===== config.mk =====
export PLATFORM = sky130hd
export DESIGN_NAME = pipe_sched
export DESIGN_NICKNAME = d
export VERILOG_FILES = /design/src/rtl/pipe_sched_pkg.sv /design/src/rtl/pipe_sched_rr_pick.sv /design/src/rtl/pipe_sched.sv
export SDC_FILE = /design/constraint.sdc
export NUM_CORES = 1
export LEC_CHECK = 0
export CORE_ASPECT_RATIO = 1.2
export CORE_UTILIZATION = 34
export CTS_CLUSTER_SIZE = 10
export DETAILED_ROUTE_END_ITERATION = 12
export PLACE_DENSITY = 0.87
export SLEW_MARGIN = 40
export SYNTH_ARGS = -nofsm -noshare
export SYNTH_HDL_FRONTEND = slang
export SYNTH_SLANG_ARGS = --single-unit

===== constraint.sdc =====
create_clock -name i_clk -period 2.4 [get_ports i_clk]
set_input_delay 0.24 -clock i_clk [delete_from_list [all_inputs] [get_ports i_clk]]
set_output_delay 0.24 -clock i_clk [all_outputs]
set_load 0.01 [all_outputs]

===== src/rtl/pipe_sched_pkg.sv =====
// pipe_sched_pkg: shared FSM states and tag-width helper for the pipeline scheduler
package pipe_sched_pkg;
  typedef enum logic {IDLE, HOLD} state_e;
  function automatic int tag_w(input int n);
    return (n > 2) ? $clog2(n) : 1;
  endfunction
endpackage


===== src/rtl/pipe_sched_rr_pick.sv =====
// rr_pick: combinational round-robin pick of the first set request at or after ptr
module rr_pick #(
  parameter int N = 4,
  parameter int W = 2
) (
  input  logic [N-1:0] req,
  input  logic [W-1:0] ptr,
  output logic [W-1:0] idx,
  output logic         found
);
  int k;
  always_comb begin
    idx = '0;
    found = 1'b0;
    k = 0;
    for (int i = N - 1; i >= 0; i--) begin
      k = int'(ptr) + i;
      k = (k >= N) ? k - N : k;
      if (req[k[W-1:0]]) begin
        idx = W'(k);
        found = 1'b1;
      end
    end
  end
endmodule


===== src/rtl/pipe_sched.sv =====
// pipe_sched: round-robin burst scheduler sharing one pipeline, with credit limit and tag-routed results
module pipe_sched
  import pipe_sched_pkg::*;
#(
  parameter int N_REQ = 4,
  parameter int W_DATA = 32,
  parameter int MAX_BURST = 4,
  parameter int MAX_OUT = 8,
  localparam int W_TAG = tag_w(N_REQ)
) (
  input  logic                    i_clk,
  input  logic                    reset,
  input  logic [N_REQ-1:0]        i_req_valid,
  input  logic [N_REQ*W_DATA-1:0] i_req_data,
  output logic [N_REQ-1:0]        o_req_ready,
  input  logic                    i_pipe_stall,
  output logic                    o_pipe_valid,
  output logic [W_DATA-1:0]       o_pipe_data,
  output logic [W_TAG-1:0]        o_pipe_tag,
  input  logic                    i_rsp_valid,
  input  logic [W_TAG-1:0]        i_rsp_tag,
  input  logic [W_DATA-1:0]       i_rsp_data,
  output logic [N_REQ-1:0]        o_rsp_valid,
  output logic [W_DATA-1:0]       o_rsp_data,
  output logic                    o_busy
);
  localparam int W_CNT = $clog2(MAX_OUT + 1);
  localparam int W_BST = $clog2(MAX_BURST + 1);

  state_e                        state_q, state_d;
  logic [W_TAG-1:0]              owner_q, owner_d, rr_ptr_q, rr_ptr_d, eff_ptr, pick_idx, g;
  logic [W_BST-1:0]              burst_q, burst_d, burst_inc;
  logic [W_CNT-1:0]              out_cnt_q, out_cnt_d;
  logic                          pipe_valid_q, pipe_valid_d;
  logic [W_DATA-1:0]             pipe_data_q, pipe_data_d, rsp_data_q, rsp_data_d;
  logic [W_TAG-1:0]              pipe_tag_q, pipe_tag_d;
  logic [N_REQ-1:0]              rsp_valid_q, rsp_valid_d;
  logic                          pick_found, in_arb, fire, burst_done;
  logic [N_REQ-1:0][W_DATA-1:0]  req_data_a;

  function automatic logic [W_TAG-1:0] nxt(input logic [W_TAG-1:0] t);
    return (int'(t) == N_REQ - 1) ? '0 : t + 1'b1;
  endfunction

  assign req_data_a = i_req_data;
  // an owner dropping valid hands over to the next requester in the same cycle
  assign in_arb = (state_q == IDLE) | ~i_req_valid[owner_q];
  assign eff_ptr = (state_q == IDLE) ? rr_ptr_q : nxt(owner_q);

  rr_pick #(.N(N_REQ), .W(W_TAG)) u_pick (
    .req  (i_req_valid),
    .ptr  (eff_ptr),
    .idx  (pick_idx),
    .found(pick_found)
  );

  assign g = in_arb ? pick_idx : owner_q;
  assign fire = (in_arb ? pick_found : 1'b1) & ~i_pipe_stall & ((out_cnt_q < W_CNT'(MAX_OUT)) | i_rsp_valid);
  assign o_req_ready = fire ? N_REQ'(1) << g : '0;
  assign burst_inc = (in_arb ? '0 : burst_q) + 1'b1;
  assign burst_done = burst_inc == W_BST'(MAX_BURST);

  always_comb begin
    state_d = fire ? (burst_done ? IDLE : HOLD) : (in_arb ? IDLE : state_q);
    owner_d = fire ? g : owner_q;
    burst_d = fire ? burst_inc : burst_q;
    rr_ptr_d = fire ? (burst_done ? nxt(g) : rr_ptr_q) : (in_arb ? eff_ptr : rr_ptr_q);
    out_cnt_d = (fire & ~i_rsp_valid) ? out_cnt_q + 1'b1 :
                (~fire & i_rsp_valid & (out_cnt_q != '0)) ? out_cnt_q - 1'b1 : out_cnt_q;
    pipe_valid_d = fire;
    pipe_data_d = fire ? req_data_a[g] : pipe_data_q;
    pipe_tag_d = fire ? g : pipe_tag_q;
    rsp_valid_d = (i_rsp_valid & (int'(i_rsp_tag) < N_REQ)) ? N_REQ'(1) << i_rsp_tag : '0;
    rsp_data_d = i_rsp_valid ? i_rsp_data : rsp_data_q;
  end

  always_ff @(posedge i_clk) begin
    if (reset) begin
      state_q <= IDLE;
      owner_q <= '0;
      burst_q <= '0;
      rr_ptr_q <= '0;
      out_cnt_q <= '0;
      pipe_valid_q <= 1'b0;
      pipe_data_q <= '0;
      pipe_tag_q <= '0;
      rsp_valid_q <= '0;
      rsp_data_q <= '0;
    end else begin
      state_q <= state_d;
      owner_q <= owner_d;
      burst_q <= burst_d;
      rr_ptr_q <= rr_ptr_d;
      out_cnt_q <= out_cnt_d;
      pipe_valid_q <= pipe_valid_d;
      pipe_data_q <= pipe_data_d;
      pipe_tag_q <= pipe_tag_d;
      rsp_valid_q <= rsp_valid_d;
      rsp_data_q <= rsp_data_d;
    end
  end

  assign o_pipe_valid = pipe_valid_q;
  assign o_pipe_data = pipe_data_q;
  assign o_pipe_tag = pipe_tag_q;
  assign o_rsp_valid = rsp_valid_q;
  assign o_rsp_data = rsp_data_q;
  assign o_busy = out_cnt_q != '0;
endmodule


==> Flow_metrics.wiki, run 1 <==
{| class="wikitable"
! Metric !! Value
|-
| Outcome || finished with violations
|-
| Violated checks || negative setup slack
|-
| Switching fraction of total power || 0.2799
|-
| ANT cells || 0
|-
| Proportion of power drawn by combinational gates || 0.352
|-
| Non-filler instance count after layout || just over 800
|-
| Setup repair after global routing missed its margin || true
|-
| Initial core utilization || 0.3531
|-
| Count of unresolved DRC violations after routing || 0
|-
| Final worst path period need || 2.440 ns
|-
| Peak-usage layer in the global routing report || met2
|-
| Synth Instances || 397
|-
| Synth top area cells || sky130_fd_sc_hd__dfxtp_1, sky130_fd_sc_hd__mux2i_1, sky130_fd_sc_hd__a222oi_1, sky130_fd_sc_hd__nor2_1, sky130_fd_sc_hd__buf_6
|-
| Footprint of the multi-input gates || 0.002345 sq mm
|-
| Worst path required time || 2.16 ns
|-
| Flop pwr share || 0.339
|-
| Core Footprint || 0.01167 sq mm
|-
| Leading post-synthesis cells by instance count || sky130_fd_sc_hd__dfxtp_1, sky130_fd_sc_hd__mux2i_1, sky130_fd_sc_hd__a222oi_1, sky130_fd_sc_hd__nor2_1
|-
| Startpoint-to-endpoint class of the critical path || flop to output port
|-
| Family with the most delay on the worst path || compound AO/OA/AOI/OAI gates
|-
| Fraction of the mapped netlist area in adder cells || 0.02914
|-
| Multiplexer area fraction after synthesis || 0.1678
|-
| Post-synthesis simple-gate area fraction || 0.1259
|-
| Wire length of the first global-routing pass || 21530 microns
|-
| Synth top area share || 0.3933
|-
| Total number of placement rows || 43
|-
| Highest fanout seen on the critical path || 4
|-
| Post-route standard cell area excluding fillers || 0.007337 sq mm
|-
| Clock tree from TritonCTS || built
|-
| Sort of element at the start of the critical path || flop
|-
| Number of global-route vias before repair || 4404
|-
| Total routing resource utilization after global routing || 0.2237
|-
| Average size of a mapped cell || 10.38 sq um
|-
| Final HPWL from detailed placement || 11150 microns
|-
| Setup clock skew after layout || 0.007433 ns
|-
| Number of nets still failing antenna checks after routing || 0
|-
| Register clock-pin slew on the reported worst setup and hold paths || 0.06 ns
|-
| # nets final || 836
|-
| Number of buffers inserted during clock tree synthesis || 9
|-
| Portion of the clock cycle consumed by the worst path in the final layout || 1.017
|-
| Static Leak || 2.850 nW
|-
| Total of hold buffers inserted after clock tree synthesis || 0
|-
| Antenna violations before repair || 0
|-
| Met3 Use GR || 0.06093
|-
| Fill cell count || ~960
|-
| Area of the mapped netlist || 0.004123 sq mm
|-
| Routed WL per cell || 17.79 microns
|-
| Met1 global-route usage || 0.2378
|-
| Main synth FF type || sky130_fd_sc_hd__dfxtp_1
|-
| Congestion Overflow GR || 0
|-
| Post-placement cell count || 800
|-
| Largest net degree at the start of global routing || 47
|-
| Global placer's final weighted congestion || ~0.86
|-
| Share of async-settable or async-resettable flops after synthesis || 0
|-
| Count of state elements after synthesis || 81
|-
| Net switching power of the design || 1.396 mW
|-
| Total negative setup slack || -0.09997 ns
|-
| Crit path buffers/inverters || 4
|-
| I/O Pins || 246
|-
| Final setup fails || 4
|-
| Max Clock Freq || 409.8 MHz
|-
| Clk buf depth || 2
|-
| Combinational family with the most area after synthesis || compound AO/OA/AOI/OAI gates
|-
| Number of synthesized flops with an enable pin || 0
|-
| Internal Power || 3.592 mW
|-
| Fraction of layout instances using a drive strength above 1 || 0.1455
|-
| Largest voltage drop on the vdd net || 336.4 uV
|-
| Seq/Total Area, Yosys || 0.3933
|-
| Detailed-route vias per instance || 5.454
|-
| Cell area power density || 679.8 mW/mm^2
|-
| Root buffer cell || sky130_fd_sc_hd__clkbuf_16
|-
| Fin worst setup slack || -0.03996 ns
|-
| Most repeated cell in the gate-level netlist after synthesis || sky130_fd_sc_hd__dfxtp_1
|-
| Synth warn || 0
|-
| H-tree levels || 3
|-
| Number of max-slew violations in the final report || 0
|-
| Cells along the critical path || buf_6 > and2_4 > a211o_1 > a221oi_4 > nor2_4 > inv_2 > buf_6 > ha_4 > and2_4 > buf_6
|-
| PnR Total Power || 4.988 mW
|-
| Max-cap violations || 0
|-
| Share of the synthesized area in compound gates (AO/OA/AOI/OAI) || 0.2121
|-
| Rel. slew slack || 0.6123
|-
| Synthesized-area fraction occupied by xor and xnor cells || 0.006373
|-
| Final hold viol count || 0
|-
| Detailed-route via count || about 4500
|-
| Arrival time of the worst setup path || 2.20 ns
|-
| Growth of design area from synthesis to finish || 77.97%
|-
| Unique masters post-synth || 52
|-
| CP most frequent cell || sky130_fd_sc_hd__buf_6
|-
| Post-placement cell area || 0.006864 sq mm
|-
| Critical Path Max Stage Delay || 0.37 ns
|-
| Syn Nets || 576
|-
| Initial drt markers || 338
|-
| Critical-path cell with the highest stage delay || sky130_fd_sc_hd__a221oi_4
|-
| Count of input and output buffers || 245
|-
| Met2 Usage GRT || 0.4021
|-
| Hold/Removal Path Class || input pin to flop
|-
| Overall die area || about 0.013 sq mm
|-
| Router iterations before antenna repair || 8
|-
| Clock group share of total power || 0.309
|-
| Cell type with the largest total area after synthesis || sky130_fd_sc_hd__dfxtp_1
|-
| Worst-case register-to-register setup slack || 0.04 ns
|-
| CTS Sinks || 81
|-
| Endpoint type of the worst setup path || output port
|-
| Worst Tran Pin Value || 0.5772 ns
|-
| Height of the die || 122.6 microns
|-
| Total wire length || 14530 microns
|-
| Die width || 102.5 microns
|-
| Worst-skew pair later-pin latency || 0.33 ns
|-
| Sequential cell area || 0.001635 sq mm
|}
==> kinds of logic after synthesis <==
group | after synthesis
buffers and inverters | 40
adders and majority gates | 9
muxes | 69
DFF | 81
and+or+nand+nor | 101
xor gates and xnor gates | 3
AOI/OAI and AO/OA | 94
==> state kept, by name, indices dropped and copies added (netlist names) <==
signal	cells
o_pipe_data	32
o_pipe_valid	1
o_rsp_data	32
o_pipe_tag	2
out_cnt_q	4
burst_q	3
state_q	1
o_rsp_valid	4
rr_ptr_q	2
==> worst reg2reg max path, delay by kind of cell (launching register included) <==
kind	cells	cell delay (ns)
muxes	1	0.13
AOI/OAI and AO/OA	3	1.03
DFF	1	0.36
buffers and inverters	3	0.50
and+or+nand+nor	2	0.19
==> power groups by stage <==
| stage | Clock, mW | Combinational [mW] | Sequential [mW] |
|---|---|---|---|
| 2_1_floorplan | 0 | 0.755 | 1.75 |
| 3_3_place_gp | 0 | 1.63 | 1.69 |
| 3_5_place_dp | 0 | 1.67 | 1.71 |
| 4_1_cts | 1.57 | 1.73 | 1.69 |
| 5_1_grt | 1.62 | 1.87 | 1.71 |
| 6_report | 1.54 | 1.76 | 1.69 |
==> per-stage QoR <==
| step | utilization | setup WS [ns] | hold WS, ns |
|---|---|---|---|
| 2_1_floorplan | - | 0.02844 | 0.3115 |
| 3_3_place_gp | 0.5879 | -0.4349 | 0.4407 |
| 3_5_place_dp | 0.5879 | -0.5463 | 0.4741 |
| 4_1_cts | 0.6263 | -0.05396 | 0.2112 |
| 5_1_grt | 0.6284 | -0.1461 | 0.2302 |
| 6_report | 0.6284 | -0.03996 | 0.2227 |
==> metal layers <==
layer | part of all wire | up-vias | wire length [microns]
li1 | - | 2095 | -
met1 | 0.37 | 2104 | 5379
met2 | 0.50 | 222 | 7303
met3 | 0.094 | 35 | 1360
met4 | 0.034 | 0 | 488
met5 | 0 | - | 0
==> cell type report <==
| cell class | instances | share of cell area |
|---|---|---|
| Clock inverter | 3 | 0.01228 |
| Timing Repair Buffer | 286 | 0.3835 |
| Clock buffer | 11 | 0.03308 |
| Inverter | 3 | 0.001876 |
| Multi-Input combinational cell | 276 | 0.3196 |
| Tap cell | 157 | 0.02677 |
| Sequential cell | 81 | 0.2229 |
==> worst paths after layout <==
| check | start | to | cells past startpoint |
|---|---|---|---|
| setup reg to reg | o_pipe_tag[1] | o_pipe_data[25] | 9 |
| hold / removal | reset | burst_q[0] | 2 |
| setup / recovery | o_pipe_tag[1] | o_req_ready[2] | 10 |
| hold reg to reg | burst_q[1] | burst_q[1] | 2 |
==> placed cells by master, fill, tap and decap left out, types with 2 or more instances in the layout <==
| cell | n |
|---|---|
| sky130_fd_sc_hd__mux2i_1 | 66 |
| sky130_fd_sc_hd__nand2_1 | 9 |
| sky130_fd_sc_hd__buf_4 | 33 |
| sky130_fd_sc_hd__clkdlybuf4s50_1 | 237 |
| sky130_fd_sc_hd__bufinv_16 | 3 |
| sky130_fd_sc_hd__buf_6 | 5 |
| sky130_fd_sc_hd__and2_4 | 3 |
| sky130_fd_sc_hd__nor3_1 | 2 |
| sky130_fd_sc_hd__nor2b_1 | 4 |
| sky130_fd_sc_hd__dfxtp_2 | 2 |
| sky130_fd_sc_hd__o22ai_2 | 2 |
| sky130_fd_sc_hd__ha_1 | 6 |
| sky130_fd_sc_hd__nor3_2 | 2 |
| sky130_fd_sc_hd__buf_12 | 5 |
| sky130_fd_sc_hd__clkbuf_16 | 9 |
| sky130_fd_sc_hd__nand2b_1 | 3 |
| sky130_fd_sc_hd__and3_1 | 2 |
| sky130_fd_sc_hd__nor2_1 | 52 |
| sky130_fd_sc_hd__nand3_1 | 2 |
| sky130_fd_sc_hd__o21a_1 | 3 |
| sky130_fd_sc_hd__nor2_4 | 2 |
| sky130_fd_sc_hd__buf_2 | 4 |
| sky130_fd_sc_hd__a211oi_1 | 4 |
| sky130_fd_sc_hd__dfxtp_4 | 3 |
| sky130_fd_sc_hd__and2_1 | 4 |
| sky130_fd_sc_hd__xnor2_1 | 2 |
| sky130_fd_sc_hd__nor3b_1 | 2 |
| sky130_fd_sc_hd__a222oi_1 | 64 |
| sky130_fd_sc_hd__dlygate4sd2_1 | 2 |
| sky130_fd_sc_hd__dfxtp_1 | 76 |
| sky130_fd_sc_hd__a21oi_1 | 4 |
| sky130_fd_sc_hd__o21ai_0 | 4 |
==> repair_timing <==
| action | 4_1_cts | 5_1_grt |
|---|---|---|
| setup endpoints to repair | 7 | 37 |
| pin swaps | 8 | 9 |
| resized for setup | 48 | 9 |
| setup buffers | 3 | 1 |
Power figures use the tool's default switching activity.
==> run 2: changes to the inputs <==
--- a/config.mk
+++ b/config.mk
@@ -5,11 +5,13 @@
 export SDC_FILE = /design/constraint.sdc
 export NUM_CORES = 1
 export LEC_CHECK = 0
+export CELL_PAD_IN_SITES_DETAIL_PLACEMENT = 1
+export CELL_PAD_IN_SITES_GLOBAL_PLACEMENT = 1
 export CORE_ASPECT_RATIO = 1.2
-export CORE_UTILIZATION = 34
+export CORE_UTILIZATION = 25
 export CTS_CLUSTER_SIZE = 10
 export DETAILED_ROUTE_END_ITERATION = 12
-export PLACE_DENSITY = 0.87
+export PLACE_DENSITY = 0.88
 export SLEW_MARGIN = 40
 export SYNTH_ARGS = -nofsm -noshare
 export SYNTH_HDL_FRONTEND = slang
==> run 2 against run 1 <==
  * The flow still finishes with violations (negative setup slack)
  * Final area grew 5.1%
  * Critical path depth grew 1
  * Utilization shrank 15 points
  * Flip-flop and latch count is the same
  * Final cell count grew 9.8%
  * Non-clock buffer count grew 24
  * Global-route usage shrank 3.1 points
  * Worst setup slack lost 0.071 ns
  * Worst hold slack lost 0.00064 ns
  * Clock skew shrank 0.0012 ns
  * Die area grew 35%
  * First-iteration DRC count shrank 6.5%
  * Critical endpoint is now o_req_ready[3]
  * Largest power group unchanged
==> Flow_metrics.wiki, run 2 (synthesized netlist as in run 1, its figures left out) <==
{| class="wikitable"
! Metric !! Value
|-
| Initial drt markers || 316 (was 338)
|-
| CTS Sinks || 81 (unchanged)
|-
| Portion of the clock cycle consumed by the worst path in the final layout || 1.046 (was 1.017)
|-
| Antenna violations before repair || 0 (unchanged)
|-
| Worst-skew pair later-pin latency || 0.34 ns (was 0.33 ns)
|-
| Router iterations before antenna repair || 8 (unchanged)
|-
| Highest fanout seen on the critical path || 5 (was 4)
|-
| I/O Pins || 246 (unchanged)
|-
| Register clock-pin slew on the reported worst setup and hold paths || 0.06 ns (about the same)
|-
| Setup repair after global routing missed its margin || true (unchanged)
|-
| Final setup fails || 6 (was 4)
|-
| Count of unresolved DRC violations after routing || 0 (unchanged)
|-
| Setup clock skew after layout || 0.006232 ns (was 0.007433 ns)
|-
| Worst path required time || 2.16 ns (about the same)
|-
| ANT cells || 0 (unchanged)
|-
| Outcome || finished with violations (unchanged)
|-
| Total number of placement rows || 51 (was 43)
|-
| Total routing resource utilization after global routing || 0.1927 (was 0.2237)
|-
| Number of global-route vias before repair || 5038 (was 4404)
|-
| Congestion Overflow GR || 0 (unchanged)
|-
| Number of buffers inserted during clock tree synthesis || 9 (unchanged)
|-
| Clk buf depth || 2 (unchanged)
|-
| Global placer's final weighted congestion || 0.8260 (was 0.8626)
|-
| Cell area power density || 663.3 mW/mm^2 (was 679.8 mW/mm^2)
|-
| Commonest non-fill, non-tap cell in the layout || sky130_fd_sc_hd__clkdlybuf4s50_1 (unchanged)
|-
| Total negative setup slack || -0.4132 ns (was -0.09997 ns)
|-
| Largest voltage drop on the vdd net || 288.0 uV (was 336.4 uV)
|-
| Final worst path period need || 2.511 ns (was 2.440 ns)
|-
| Fraction of layout instances using a drive strength above 1 || 0.1854 (was 0.1455)
|-
| Final HPWL from detailed placement || 12860 microns (was 11150 microns)
|-
| Overall die area || 0.01701 sq mm (was 0.01257 sq mm)
|-
| H-tree levels || 3 (unchanged)
|-
| Rel. slew slack || 0.6227 (was 0.6123)
|-
| Root buffer cell || sky130_fd_sc_hd__clkbuf_16 (unchanged)
|-
| Number of max-slew violations in the final report || 0 (unchanged)
|-
| Max-cap violations || 0 (unchanged)
|-
| Endpoint type of the worst setup path || output port (unchanged)
|-
| Wire length of the first global-routing pass || 25590 microns (was 21530 microns)
|-
| Violated checks || negative setup slack (unchanged)
|-
| Startpoint-to-endpoint class of the critical path || flop to output port (unchanged)
|-
| Post-placement worst setup slack || -0.6799 ns (was -0.5463 ns)
|-
| Largest net degree at the start of global routing || 41 (was 47)
|-
| Fill cell count || 1734 (was 956)
|-
| Static Leak || 2.994 nW (was 2.850 nW)
|-
| Worst Tran Pin Value || 0.5659 ns (was 0.5772 ns)
|-
| Final hold viol count || 0 (unchanged)
|-
| Non-filler instance count after layout || 897 (was 817)
|-
| Routed WL per cell || 19.31 microns (was 17.79 microns)
|-
| Arrival time of the worst setup path || 2.27 ns (was 2.20 ns)
|-
| Height of the die || 142.7 microns (was 122.6 microns)
|-
| Max Clock Freq || 398.3 MHz (was 409.8 MHz)
|-
| Die width || 119.2 microns (was 102.5 microns)
|-
| Count of input and output buffers || 245 (unchanged)
|-
| Core Footprint || 0.01621 sq mm (was 0.01167 sq mm)
|-
| Initial core utilization || 0.2544 (was 0.3531)
|-
| Post-placement cell count || 865 (was 800)
|-
| Detailed-route vias per instance || 5.201 (was 5.454)
|-
| Total wire length || 17320 microns (was 14530 microns)
|-
| Total of hold buffers inserted after clock tree synthesis || 0 (unchanged)
|-
| Growth of design area from synthesis to finish || 87.10% (was 77.97%)
|-
| Fin worst setup slack || -0.1108 ns (was -0.03996 ns)
|-
| Detailed-route via count || 4665 (was 4456)
|-
| Hold/Removal Path Class || input pin to flop (unchanged)
|-
| Clock tree from TritonCTS || built (unchanged)
|-
| PnR Total Power || 5.117 mW (was 4.988 mW)
|-
| Minimum hold slack || 0.2220 ns (was 0.2227 ns)
|-
| Sort of element at the start of the critical path || flop (unchanged)
|-
| Commonest cells after routing, fill and taps aside || sky130_fd_sc_hd__clkdlybuf4s50_1, sky130_fd_sc_hd__dfxtp_1, sky130_fd_sc_hd__mux2i_1 (unchanged)
|-
| Number of nets still failing antenna checks after routing || 0 (unchanged)
|-
| # nets final || 860 (was 836)
|}
run 2: through the flow:
stage,util,cell area (sq um)
finish,0.4759,7714
global route,0.4759,7714
CTS,0.4624,7495
detailed placement,0.4347,7046
global placement,0.4347,7046
floorplan,-,4133
run 2: metal layers:
layer	share of wire	up-vias	track usage
li1	-	2151	-
met1	0.37	2251	0.1956
met2	0.53	230	0.3580
met3	0.080	33	0.05751
met4	0.025	0	0.09327
met5	0	-	0
run 2: repair_timing:
| action | 4_1_cts | 5_1_grt |
|---|---|---|
| gates resized for setup | 47 | 32 |
| pin swaps | 12 | 15 |
| setup buffers | 7 | 13 |
| cloned | 0 | 1 |
| endpoints found under the setup margin | 37 | 34 |
run 2: final timing paths:
path / start / end / slack [ns] / cells past startpoint
setup / recovery: o_pipe_tag[0] / o_req_ready[3] / -0.11 / 11
hold / removal: reset / burst_q[2] / 0.22 / 2
hold reg to reg: burst_q[1] / burst_q[1] / 0.47 / 2
setup reg to reg: o_pipe_tag[0] / o_pipe_data[16] / -0.05 / 10
run 2: worst max-delay path, stage by stage, from the launching register on:
cell	delay, ns
sky130_fd_sc_hd__dfxtp_4	0.37
sky130_fd_sc_hd__buf_6	0.12
sky130_fd_sc_hd__xnor2_2	0.12
sky130_fd_sc_hd__buf_4	0.14
sky130_fd_sc_hd__a21oi_2	0.15
sky130_fd_sc_hd__nor3_2	0.07
sky130_fd_sc_hd__o2111ai_2	0.26
sky130_fd_sc_hd__nand3_4	0.14
sky130_fd_sc_hd__buf_6	0.15
sky130_fd_sc_hd__ha_4	0.15
sky130_fd_sc_hd__and2_4	0.13
sky130_fd_sc_hd__buf_6	0.11
run 2: layout make-up:
type                       instances  area [sq um]  share of cell area
clock buffer                      11         242.7             0.03147
multi-input combinational        276          2376              0.3080
clock inverter                     4         76.32            0.009895
timing repair buffer             310          3104              0.4024
inverter                           3         16.27            0.002109
tap                              212         265.3             0.03439
sequential                        81          1633              0.2117
run 2: power breakdown:
part	switching [mW]	internal, mW	total (mW)
sequential	0.165	1.54	1.70
combinational	0.814	1.12	1.93
clock	0.548	0.938	1.49
